### config.mk
export PLATFORM = sky130hd
export DESIGN_NAME = axil_regfile_slave_flat
export DESIGN_NICKNAME = d
export VERILOG_FILES = /design/src/rtl/axil_regfile_slave_if.sv /design/src/rtl/axil_regfile_slave.sv /design/src/flat_wrapper.sv
export SDC_FILE = /design/constraint.sdc
export NUM_CORES = 1
export LEC_CHECK = 0
export BUFFER_PORTS_ARGS = -buffer_cell sky130_fd_sc_hd__buf_4
export CAP_MARGIN = 10
export CORE_MARGIN = 2
export CORE_UTILIZATION = 60
export CTS_CLUSTER_DIAMETER = 200
export DETAILED_ROUTE_END_ITERATION = 8
export PLACE_DENSITY = 0.87
export SLEW_MARGIN = 15
export SYNTH_ARGS = -nofsm -noshare
export SYNTH_HDL_FRONTEND = slang
export SYNTH_SLANG_ARGS = --single-unit
export TNS_END_PERCENT = 100
### constraint.sdc
create_clock -name ACLK -period 2.45 [get_ports ACLK]
set_clock_uncertainty 0.2 [all_clocks]
set_input_delay 0.3675 -clock ACLK [delete_from_list [all_inputs] [get_ports ACLK]]
set_output_delay 0.3675 -clock ACLK [all_outputs]
set_load 0.005 [all_outputs]
### src/rtl/axil_regfile_slave_if.sv
// AXI4-Lite bus bundle used by axil_regfile_slave.
// Carries the five AXI-Lite channels: AW (AWADDR/AWVALID/AWREADY),
// W (WDATA/WSTRB/WVALID/WREADY), B (BRESP/BVALID/BREADY),
// AR (ARADDR/ARVALID/ARREADY) and R (RDATA/RRESP/RVALID/RREADY).
// The master modport drives requests; the slave modport drives responses.
interface axil_regfile_slave_if #(
  parameter int ADDR_WIDTH = 8,
  parameter int DATA_WIDTH = 32
);
  logic [ADDR_WIDTH-1:0]   AWADDR;
  logic                    AWVALID;
  logic                    AWREADY;
  logic [DATA_WIDTH-1:0]   WDATA;
  logic [DATA_WIDTH/8-1:0] WSTRB;
  logic                    WVALID;
  logic                    WREADY;
  logic [1:0]              BRESP;
  logic                    BVALID;
  logic                    BREADY;
  logic [ADDR_WIDTH-1:0]   ARADDR;
  logic                    ARVALID;
  logic                    ARREADY;
  logic [DATA_WIDTH-1:0]   RDATA;
  logic [1:0]              RRESP;
  logic                    RVALID;
  logic                    RREADY;

  modport master (
    output AWADDR, AWVALID, WDATA, WSTRB, WVALID, BREADY, ARADDR, ARVALID, RREADY,
    input  AWREADY, WREADY, BRESP, BVALID, ARREADY, RDATA, RRESP, RVALID
  );

  modport slave (
    input  AWADDR, AWVALID, WDATA, WSTRB, WVALID, BREADY, ARADDR, ARVALID, RREADY,
    output AWREADY, WREADY, BRESP, BVALID, ARREADY, RDATA, RRESP, RVALID
  );
endinterface

### src/rtl/axil_regfile_slave.sv
// Parametrised AXI4-Lite slave register file (generic control/status bank).
// Ports:
//   ACLK     - clock, all logic on the rising edge
//   ARESETn  - asynchronous active-low reset; clears every output and register
//   bus      - axil_regfile_slave_if.slave, the five AXI-Lite channels
// AW and W are accepted independently; the write commits and BVALID rises one
// edge after the later of the two handshakes. Reads return data one edge after
// the AR handshake. Out-of-range indices (>= NUM_REGS) never modify state and
// answer with an error response.
// Build option: define AXIL_SLV_DECERR_EN to answer out-of-range accesses with
// DECERR (2'b11); otherwise SLVERR (2'b10) is returned.
module axil_regfile_slave #(
  parameter int ADDR_WIDTH = 8,
  parameter int DATA_WIDTH = 32,
  parameter int NUM_REGS   = 16
) (
  input  logic                 ACLK,
  input  logic                 ARESETn,
  axil_regfile_slave_if.slave  bus
);
  localparam int STRB_W = DATA_WIDTH / 8;
  localparam int LSB    = $clog2(STRB_W);
  localparam int IDX_W  = ADDR_WIDTH - LSB;
  // One extra bit so that NUM_REGS == 2**IDX_W does not wrap to zero.
  localparam logic [IDX_W:0] REG_LIMIT = (IDX_W+1)'(NUM_REGS);
  localparam logic [1:0] RESP_OKAY = 2'b00;
`ifdef AXIL_SLV_DECERR_EN
  localparam logic [1:0] RESP_ERR = 2'b11;
`else
  localparam logic [1:0] RESP_ERR = 2'b10;
`endif

  typedef enum logic {W_IDLE, W_RESP} w_state_t;
  typedef enum logic {R_IDLE, R_RESP} r_state_t;

  w_state_t              w_state_reg;
  logic                  aw_done_reg, w_done_reg;
  logic [IDX_W-1:0]      aw_idx_reg;
  logic [DATA_WIDTH-1:0] wdata_reg;
  logic [STRB_W-1:0]     wstrb_reg;
  logic                  awready_reg, wready_reg, bvalid_reg;
  logic [1:0]            bresp_reg;

  r_state_t              r_state_reg;
  logic                  ar_done_reg;
  logic [IDX_W-1:0]      ar_idx_reg;
  logic                  arready_reg, rvalid_reg;
  logic [DATA_WIDTH-1:0] rdata_reg;
  logic [1:0]            rresp_reg;

  logic [DATA_WIDTH-1:0] reg_words [NUM_REGS];
  logic [DATA_WIDTH-1:0] rd_word;
  logic                  w_commit;
  logic                  aw_in_range, ar_in_range;
  logic                  unused_addr_bits;

  assign aw_in_range = {1'b0, aw_idx_reg} < REG_LIMIT;
  assign ar_in_range = {1'b0, ar_idx_reg} < REG_LIMIT;
  assign w_commit    = (w_state_reg == W_IDLE) && aw_done_reg && w_done_reg;
  // Sub-word address bits carry no meaning for a word-wide register file.
  assign unused_addr_bits = &{1'b0, bus.AWADDR[LSB-1:0], bus.ARADDR[LSB-1:0]};

  // Write channel. READYs are re-armed in W_IDLE, which also raises them on
  // the first edge after reset release.
  always_ff @(posedge ACLK or negedge ARESETn) begin
    if (!ARESETn) begin
      w_state_reg <= W_IDLE;
      aw_done_reg <= 1'b0;
      w_done_reg  <= 1'b0;
      aw_idx_reg  <= '0;
      wdata_reg   <= '0;
      wstrb_reg   <= '0;
      awready_reg <= 1'b0;
      wready_reg  <= 1'b0;
      bvalid_reg  <= 1'b0;
      bresp_reg   <= RESP_OKAY;
    end else begin
      case (w_state_reg)
        W_IDLE: begin
          if (aw_done_reg && w_done_reg) begin
            bvalid_reg  <= 1'b1;
            bresp_reg   <= aw_in_range ? RESP_OKAY : RESP_ERR;
            w_state_reg <= W_RESP;
          end else begin
            if (!aw_done_reg) begin
              if (awready_reg && bus.AWVALID) begin
                aw_idx_reg  <= bus.AWADDR[ADDR_WIDTH-1:LSB];
                awready_reg <= 1'b0;
                aw_done_reg <= 1'b1;
              end else begin
                awready_reg <= 1'b1;
              end
            end
            if (!w_done_reg) begin
              if (wready_reg && bus.WVALID) begin
                wdata_reg  <= bus.WDATA;
                wstrb_reg  <= bus.WSTRB;
                wready_reg <= 1'b0;
                w_done_reg <= 1'b1;
              end else begin
                wready_reg <= 1'b1;
              end
            end
          end
        end
        W_RESP: begin
          if (bus.BREADY) begin
            bvalid_reg  <= 1'b0;
            awready_reg <= 1'b1;
            wready_reg  <= 1'b1;
            aw_done_reg <= 1'b0;
            w_done_reg  <= 1'b0;
            w_state_reg <= W_IDLE;
          end
        end
        default: w_state_reg <= W_IDLE;
      endcase
    end
  end

  // Register storage. Out-of-range indices match no entry, so they write nothing.
  genvar gi;
  generate
    for (gi = 0; gi < NUM_REGS; gi++) begin : g_reg
      logic [DATA_WIDTH-1:0] word_reg;
      logic                  wr_en;
      assign wr_en = w_commit && (aw_idx_reg == IDX_W'(gi));
      always_ff @(posedge ACLK or negedge ARESETn) begin
        if (!ARESETn) begin
          word_reg <= '0;
        end else if (wr_en) begin
          for (int b = 0; b < STRB_W; b++) begin
            if (wstrb_reg[b]) word_reg[b*8 +: 8] <= wdata_reg[b*8 +: 8];
          end
        end
      end
      assign reg_words[gi] = word_reg;
    end
  endgenerate

  always_comb begin
    rd_word = '0;
    for (int i = 0; i < NUM_REGS; i++) begin
      if (ar_idx_reg == IDX_W'(i)) rd_word = reg_words[i];
    end
  end

  // Read channel. RDATA samples the registers before any same-edge write lands.
  always_ff @(posedge ACLK or negedge ARESETn) begin
    if (!ARESETn) begin
      r_state_reg <= R_IDLE;
      ar_done_reg <= 1'b0;
      ar_idx_reg  <= '0;
      arready_reg <= 1'b0;
      rvalid_reg  <= 1'b0;
      rdata_reg   <= '0;
      rresp_reg   <= RESP_OKAY;
    end else begin
      case (r_state_reg)
        R_IDLE: begin
          if (ar_done_reg) begin
            rdata_reg   <= ar_in_range ? rd_word : '0;
            rresp_reg   <= ar_in_range ? RESP_OKAY : RESP_ERR;
            rvalid_reg  <= 1'b1;
            r_state_reg <= R_RESP;
          end else if (arready_reg && bus.ARVALID) begin
            ar_idx_reg  <= bus.ARADDR[ADDR_WIDTH-1:LSB];
            arready_reg <= 1'b0;
            ar_done_reg <= 1'b1;
          end else begin
            arready_reg <= 1'b1;
          end
        end
        R_RESP: begin
          if (bus.RREADY) begin
            rvalid_reg  <= 1'b0;
            arready_reg <= 1'b1;
            ar_done_reg <= 1'b0;
            r_state_reg <= R_IDLE;
          end
        end
        default: r_state_reg <= R_IDLE;
      endcase
    end
  end

  assign bus.AWREADY = awready_reg;
  assign bus.WREADY  = wready_reg;
  assign bus.BVALID  = bvalid_reg;
  assign bus.BRESP   = bresp_reg;
  assign bus.ARREADY = arready_reg;
  assign bus.RVALID  = rvalid_reg;
  assign bus.RDATA   = rdata_reg;
  assign bus.RRESP   = rresp_reg;
endmodule
### src/flat_wrapper.sv
// flat-port wrapper written by rule: the top's interface ports become plain ports
module axil_regfile_slave_flat 
#(
  parameter int ADDR_WIDTH = 8,
  parameter int DATA_WIDTH = 32,
  parameter int NUM_REGS   = 16
)
  (ACLK, ARESETn, bus_AWADDR, bus_AWVALID, bus_WDATA, bus_WSTRB, bus_WVALID, bus_BREADY, bus_ARADDR, bus_ARVALID, bus_RREADY, bus_AWREADY, bus_WREADY, bus_BRESP, bus_BVALID, bus_ARREADY, bus_RDATA, bus_RRESP, bus_RVALID);
  axil_regfile_slave_if #(.ADDR_WIDTH(ADDR_WIDTH), .DATA_WIDTH(DATA_WIDTH)) bus_i ();
  input  logic ACLK;
  input  logic ARESETn;
  input wire logic [$bits(bus_i.AWADDR)-1:0] bus_AWADDR;
  input wire logic [$bits(bus_i.AWVALID)-1:0] bus_AWVALID;
  input wire logic [$bits(bus_i.WDATA)-1:0] bus_WDATA;
  input wire logic [$bits(bus_i.WSTRB)-1:0] bus_WSTRB;
  input wire logic [$bits(bus_i.WVALID)-1:0] bus_WVALID;
  input wire logic [$bits(bus_i.BREADY)-1:0] bus_BREADY;
  input wire logic [$bits(bus_i.ARADDR)-1:0] bus_ARADDR;
  input wire logic [$bits(bus_i.ARVALID)-1:0] bus_ARVALID;
  input wire logic [$bits(bus_i.RREADY)-1:0] bus_RREADY;
  output wire logic [$bits(bus_i.AWREADY)-1:0] bus_AWREADY;
  output wire logic [$bits(bus_i.WREADY)-1:0] bus_WREADY;
  output wire logic [$bits(bus_i.BRESP)-1:0] bus_BRESP;
  output wire logic [$bits(bus_i.BVALID)-1:0] bus_BVALID;
  output wire logic [$bits(bus_i.ARREADY)-1:0] bus_ARREADY;
  output wire logic [$bits(bus_i.RDATA)-1:0] bus_RDATA;
  output wire logic [$bits(bus_i.RRESP)-1:0] bus_RRESP;
  output wire logic [$bits(bus_i.RVALID)-1:0] bus_RVALID;
  assign bus_i.AWADDR = bus_AWADDR;
  assign bus_i.AWVALID = bus_AWVALID;
  assign bus_i.WDATA = bus_WDATA;
  assign bus_i.WSTRB = bus_WSTRB;
  assign bus_i.WVALID = bus_WVALID;
  assign bus_i.BREADY = bus_BREADY;
  assign bus_i.ARADDR = bus_ARADDR;
  assign bus_i.ARVALID = bus_ARVALID;
  assign bus_i.RREADY = bus_RREADY;
  assign bus_AWREADY = bus_i.AWREADY;
  assign bus_WREADY = bus_i.WREADY;
  assign bus_BRESP = bus_i.BRESP;
  assign bus_BVALID = bus_i.BVALID;
  assign bus_ARREADY = bus_i.ARREADY;
  assign bus_RDATA = bus_i.RDATA;
  assign bus_RRESP = bus_i.RRESP;
  assign bus_RVALID = bus_i.RVALID;
  axil_regfile_slave #(.ADDR_WIDTH(ADDR_WIDTH), .DATA_WIDTH(DATA_WIDTH), .NUM_REGS(NUM_REGS)) u_core (.ACLK(ACLK), .ARESETn(ARESETn), .bus(bus_i));
endmodule
Yosys cells after proc, flatten, opt, wreduce, memory -nomap -nowiden

Cells that the tools add are included.

Bits in registers: 606
Bits of input ports: 59
Output and inout port bits: 41
Logic and storage cells: 281

Order comparisons: 2
Eq/ne operators: 38
Multiplexer cells: 55
Bitwise logic cells: 6
Reduce and logical (&&, ||, !) cells: 99

Operator list:

| operator             | count |
|---|---|
| $mux W32             | 17 |
| $reduce_and A2 Y1    | 70 |
| $eq A6 B4 Y1 const B | 16 |
| $eq A6 B3 Y1 const B | 8 |
| $mux W1              | 26 |
| $eq A6 B2 Y1 const B | 4 |
| $logic_and A1 B1 Y1  | 22 |
| $pmux W1 S2          | 10 |
| $ne A2 B2 Y1 const B | 7 |
| $eq A6 B1 Y1 const B | 2 |
| $logic_not A6 Y1     | 2 |
| $lt A6 B5 Y1 const B | 2 |
| $reduce_and A3 Y1    | 3 |
| $reduce_and A4 Y1    | 2 |
| $not A1 Y1           | 6 |
| $mux W2              | 2 |
| $ne A2 B1 Y1 const B | 1 |

Longest topological paths before layout

Depth in word-level cells: 18
Gate-level depth with buffers: 10
Depth with buffers taken out: 5

Least setup slack after synthesis

No wires, ideal clock.

Kind: reg-to-reg
Start: register u_core.ar_idx_reg[4]
End: register u_core.rdata_reg[8] (netlist: u_core.bus.RDATA[8])
Library setup time: 0.142 ns
Data arrival time: 1.920 ns
Required time: 2.108 ns
Setup slack: 0.188 ns
Cell stages (with the launch flop): 9
Buffers on the path: 3
Clock period less this slack: 2.262 ns
Cells stage by stage: dfrtp_1 buf_6 or4b_1 buf_6 buf_6 or3_1 nand2_1 o2111a_1 a222oi_1

Cells in the longest elaborated chain, start to end: 18
Elaborated cells on any way between the ends: 34
Those cells by class: 1 x order compare; 15 x eq/ne; 17 x mux; 1 x reduce/logical

RTL lines:

| what                   | RTL line                  | source |
|---|---|---|
| start, declared        | axil_regfile_slave.sv:46  | `logic [IDX_W-1:0] ar_idx_reg;` |
| start signal, assigned | axil_regfile_slave.sv:167 | `ar_idx_reg <= bus.ARADDR[ADDR_WIDTH-1:LSB];` |
| $logic_not A6 Y1       | axil_regfile_slave.sv:144 | `if (ar_idx_reg == IDX_W'(i)) rd_word = reg_words[i];` |
| $mux W32 (16 in a row) | axil_regfile_slave.sv:144 |  |
| $mux W32 *             | axil_regfile_slave.sv:162 | `rdata_reg <= ar_in_range ? rd_word : '0;` |
| end signal, assigned   | axil_regfile_slave.sv:162 |  |
| end, declared          | axil_regfile_slave.sv:48  | `logic [DATA_WIDTH-1:0] rdata_reg;` |

Every way passes the cells marked *; elsewhere a longest branch is shown, timed or not.
A chain may end at the register's enable or synchronous reset.

Worst setup path after layout

Start: register u_core.ar_idx_reg[0]
End: register u_core.rdata_reg[0] (netlist: u_core.bus.RDATA[0])

The elaborated chain is that of the path after synthesis.

==> flow_summary_export.csv <==
group,metric,value,unit
final_layout,largest_reg_flops,512,
final_layout,design_area,32500,sq um
synthesis,synth_top_area_share,55.6,%
placement,portBuffers,93,
synthesis,synth_area_leaders,"dfrtp_1 56%, mux2_2 23%, mux4_2 2.2%",
drt,ant_nets,0,
setup_path,r2r_slack,-0.07,ns
die,core_area,44500,sq um
sta,relSlewSlack,31.1,%
drt,drt_pre_antenna_iters,8,
min_path,holdCritPathClass,"in -> async",
synthesis,yosys.area_share.simple,5.96,%
placement,dpl.hpwl,50.7,mm
synthesis,synth-compound-area-share,9.22,%
clock_network,worstSkewPairLatency,0.65,ns
die,boundaryPins,100,
synthesis,synth_cell_types,71,
setup_path,crit_path_cell_trace,"nand2b_1, buf_4, nor2_4, clkbuf_16, a221oi_1, nand3_1, a221o_1",
synthesis,synth_top_family_by_area,"multiplexers",
synthesis,synth_edf_count,0,
run_status,status,"complete, but fails checks",
die,initial_utilization,61.1,%
synthesis,postSynthCellCount,1993,
drt,via_per_inst,6.89,
clock_network,cts_max_level,2,
pwr,ir_drop,0.734,mV
final_layout,synthToLayoutAreaGrowth,19.4,%
pwr,cellPowerDensity,1150,nW/um^2
sta,finalWorstSetupSlack,-0.0651,ns
setup_path,critPathCaptureType,"register",
sta,final.period_utilization,103,%
drt,post_drt_wl_per_cell,28.1,microns
synthesis,ys_ff_latch,604,
sta,fmax,398,MHz
synthesis,muxShareOfSynthArea,26.8,%
setup_path,crit_path_top_delay_cell,"dfrtp_4",
clock_network,cts_tree,"done",
setup_path,required,2.77,ns
placement,placed_area,29500,sq um
setup_path,crit_arrival,2.83,ns
sta,fin_crit,2.52,ns
pwr,finalPower,37400,uW
setup_path,startpoint_type,"register",
sta,rsz0062_at_grt,"true",
synthesis,yosys-top-cells-count,"604 x dfrtp_1, 564 x mux2_2, 110 x nand2_1",
die,die_area,47000,sq um
setup_path,critPathMaxFanout,14,
global_route,grt_max_degree,123,
global_route,grt_pass1_wl,121,mm
clock_network,numClockSinks,604,
synthesis,synth_most_common_cell,"dfrtp_1",
clock_network,clkTransAtPathRegs,0.06,ns
drt,route.detailed.drc,0,
final_layout,fillers,2575,
drt,drtIter0Drc,2469,
synthesis,synth_fa_ha_area_share,0,%
setup_path,cpPeakStageDelay,0.58,ns
final_layout,nets,2284,
global_route,antenna_found_initial,0,
synthesis,synth-async-reset-ratio,100,%
placement,gp_congestion,0.927,
sta,worst-slew-pin-transition,1.03,ns
die,fp-row-count,77,
final_layout,multi_input_area,11700,sq um
global_route,grt_util_all_layers,34.0,%
global_route,first_global_vias,20364,
synthesis,yosys_most_used_dff,"dfrtp_1",
global_route,grt-ovfl-total,0,
die,die_h,217,microns
sta,setup_viol,5,
final_layout,diodes,0,
synthesis,yosys.area.top_type,"dfrtp_1",
synthesis,syn_area_per_cell,13.6,sq um
synthesis,ys_warn_count,0,
clock_network,root_buffer,"clkbuf_16",
final_layout,drive_gt1_share,45.9,%
synthesis,synth_seq_area_share,55.6,%
synthesis,syn-cell-area,27200,sq um
setup_path,path_class,"reg -> reg",
sta,slew_violations,0,
drt,vias,19740,
final_layout,regArea,15100,sq um
clock_network,clk_path_buf_depth,3,
sta,hold_viol,0,
clock_network,cts_made_buffers,58,
pwr,p_leak,0.0157,uW
run_status,violations,"negative setup slack",
synthesis,yosys.area_share.xor_xnor,0,%
die,die_w,217,microns
drt,wl,80.4,mm
run,cap_viol_max_count,0,
layout make-up:
class | count | share of cell area, %
Inverter | 9 | 0.104
Tap cell | 592 | 2.28
Clock inverter | 21 | 0.709
Multi-Input combinational cell | 1255 | 36.0
Sequential cell | 604 | 46.6
Timing Repair Buffer | 297 | 8.88
Clock buffer | 87 | 5.43
worst max-delay path: cells and delay by family, from the launching register on:
family,cells,cell delay (ns)
buf+inv,2,0.37
flops,1,0.58
compound gates,2,0.75
simple gates,3,0.48
power breakdown:
group,internal (uW),switching (uW),total (uW)
Clock,5380,3900,9280
Sequential,13400,3780,17200
Combinational,5590,5360,11000
layer usage:
metal	vias to the layer above	routed length [microns]	global-route usage [%]
met3	361	9370	9.56
met5	-	0	0
met4	0	4590	19.8
li1	7991	-	-
met2	1362	36800	51.9
met1	10026	29700	43.9
cells in the final DEF (no fill, tap or decap), types with 18 or more instances in the layout:
cell           instances
clkbuf_8              18
a222oi_1              27
nor2_1                36
mux2i_1               25
o21ai_0               54
dlygate4sd3_1         55
a22oi_1               40
buf_12                37
nand2_1               63
a21oi_1               39
mux4_2                26
mux2_2               564
clkbuf_16             60
o22ai_1               23
o221ai_1              25
and3_1                27
a221oi_1              21
buf_4                196
dfrtp_1              601
nand2_2               58
repair_timing:
action	CTS	global route
gates resized for setup	15	69
gates cloned	0	2
pin swaps	0	2
hold buffers	56	0
hold endpoints to repair	448	0
buffers inserted	0	7
endpoints found under the setup margin	51	459
metrics by stage:
step / setup WS, ns / hold slack [ns] / setup TNS, ns / utilization, % / instances
floorplan: 0.188 / -0.128 / 0 / - / 1994
global placement: -0.0157 / 0.0600 / -0.0165 / 66.3 / 2692
detailed placement: -0.0684 / 0.0617 / -0.156 / 66.3 / 2692
CTS: -0.00591 / 0.123 / -0.00799 / 72.2 / 2856
global route: -0.0925 / 0.147 / -0.927 / 72.9 / 2865
finish: -0.0651 / 0.131 / -0.246 / 72.9 / 2865
cell families (layout without fill, tap and decap cells):
group | after synthesis | count (layout)
AND/OR/NAND/NOR | 291 | 292
flip-flops | 604 | 604
multiplexers | 624 | 624
AO/OA/AOI/OAI | 337 | 337
buffers and inverters | 136 | 414
other | 1 | 2
final timing paths:
kind | startpoint | endpoint | cells past startpoint
worst max register to register | u_core.ar_idx_reg[0]$_DFFE_PN0P_ | u_core.bus.RDATA[0]$_DFFE_PN0P_ | 7
max in group asynchronous | ARESETn | u_core.g_reg[3].word_reg[30]$_DFFE_PN0P_ | 3
worst min-delay path | ARESETn | u_core.g_reg[0].word_reg[22]$_DFFE_PN0P_ | 3
min in group ACLK | u_core.g_reg[3].word_reg[31]$_DFFE_PN0P_ | u_core.g_reg[3].word_reg[31]$_DFFE_PN0P_ | 1
worst min register to register | u_core.g_reg[3].word_reg[31]$_DFFE_PN0P_ | u_core.g_reg[3].word_reg[31]$_DFFE_PN0P_ | 1
worst max-delay path | u_core.ar_idx_reg[0]$_DFFE_PN0P_ | u_core.bus.RDATA[0]$_DFFE_PN0P_ | 7
(Power assumes the default switching activity.)
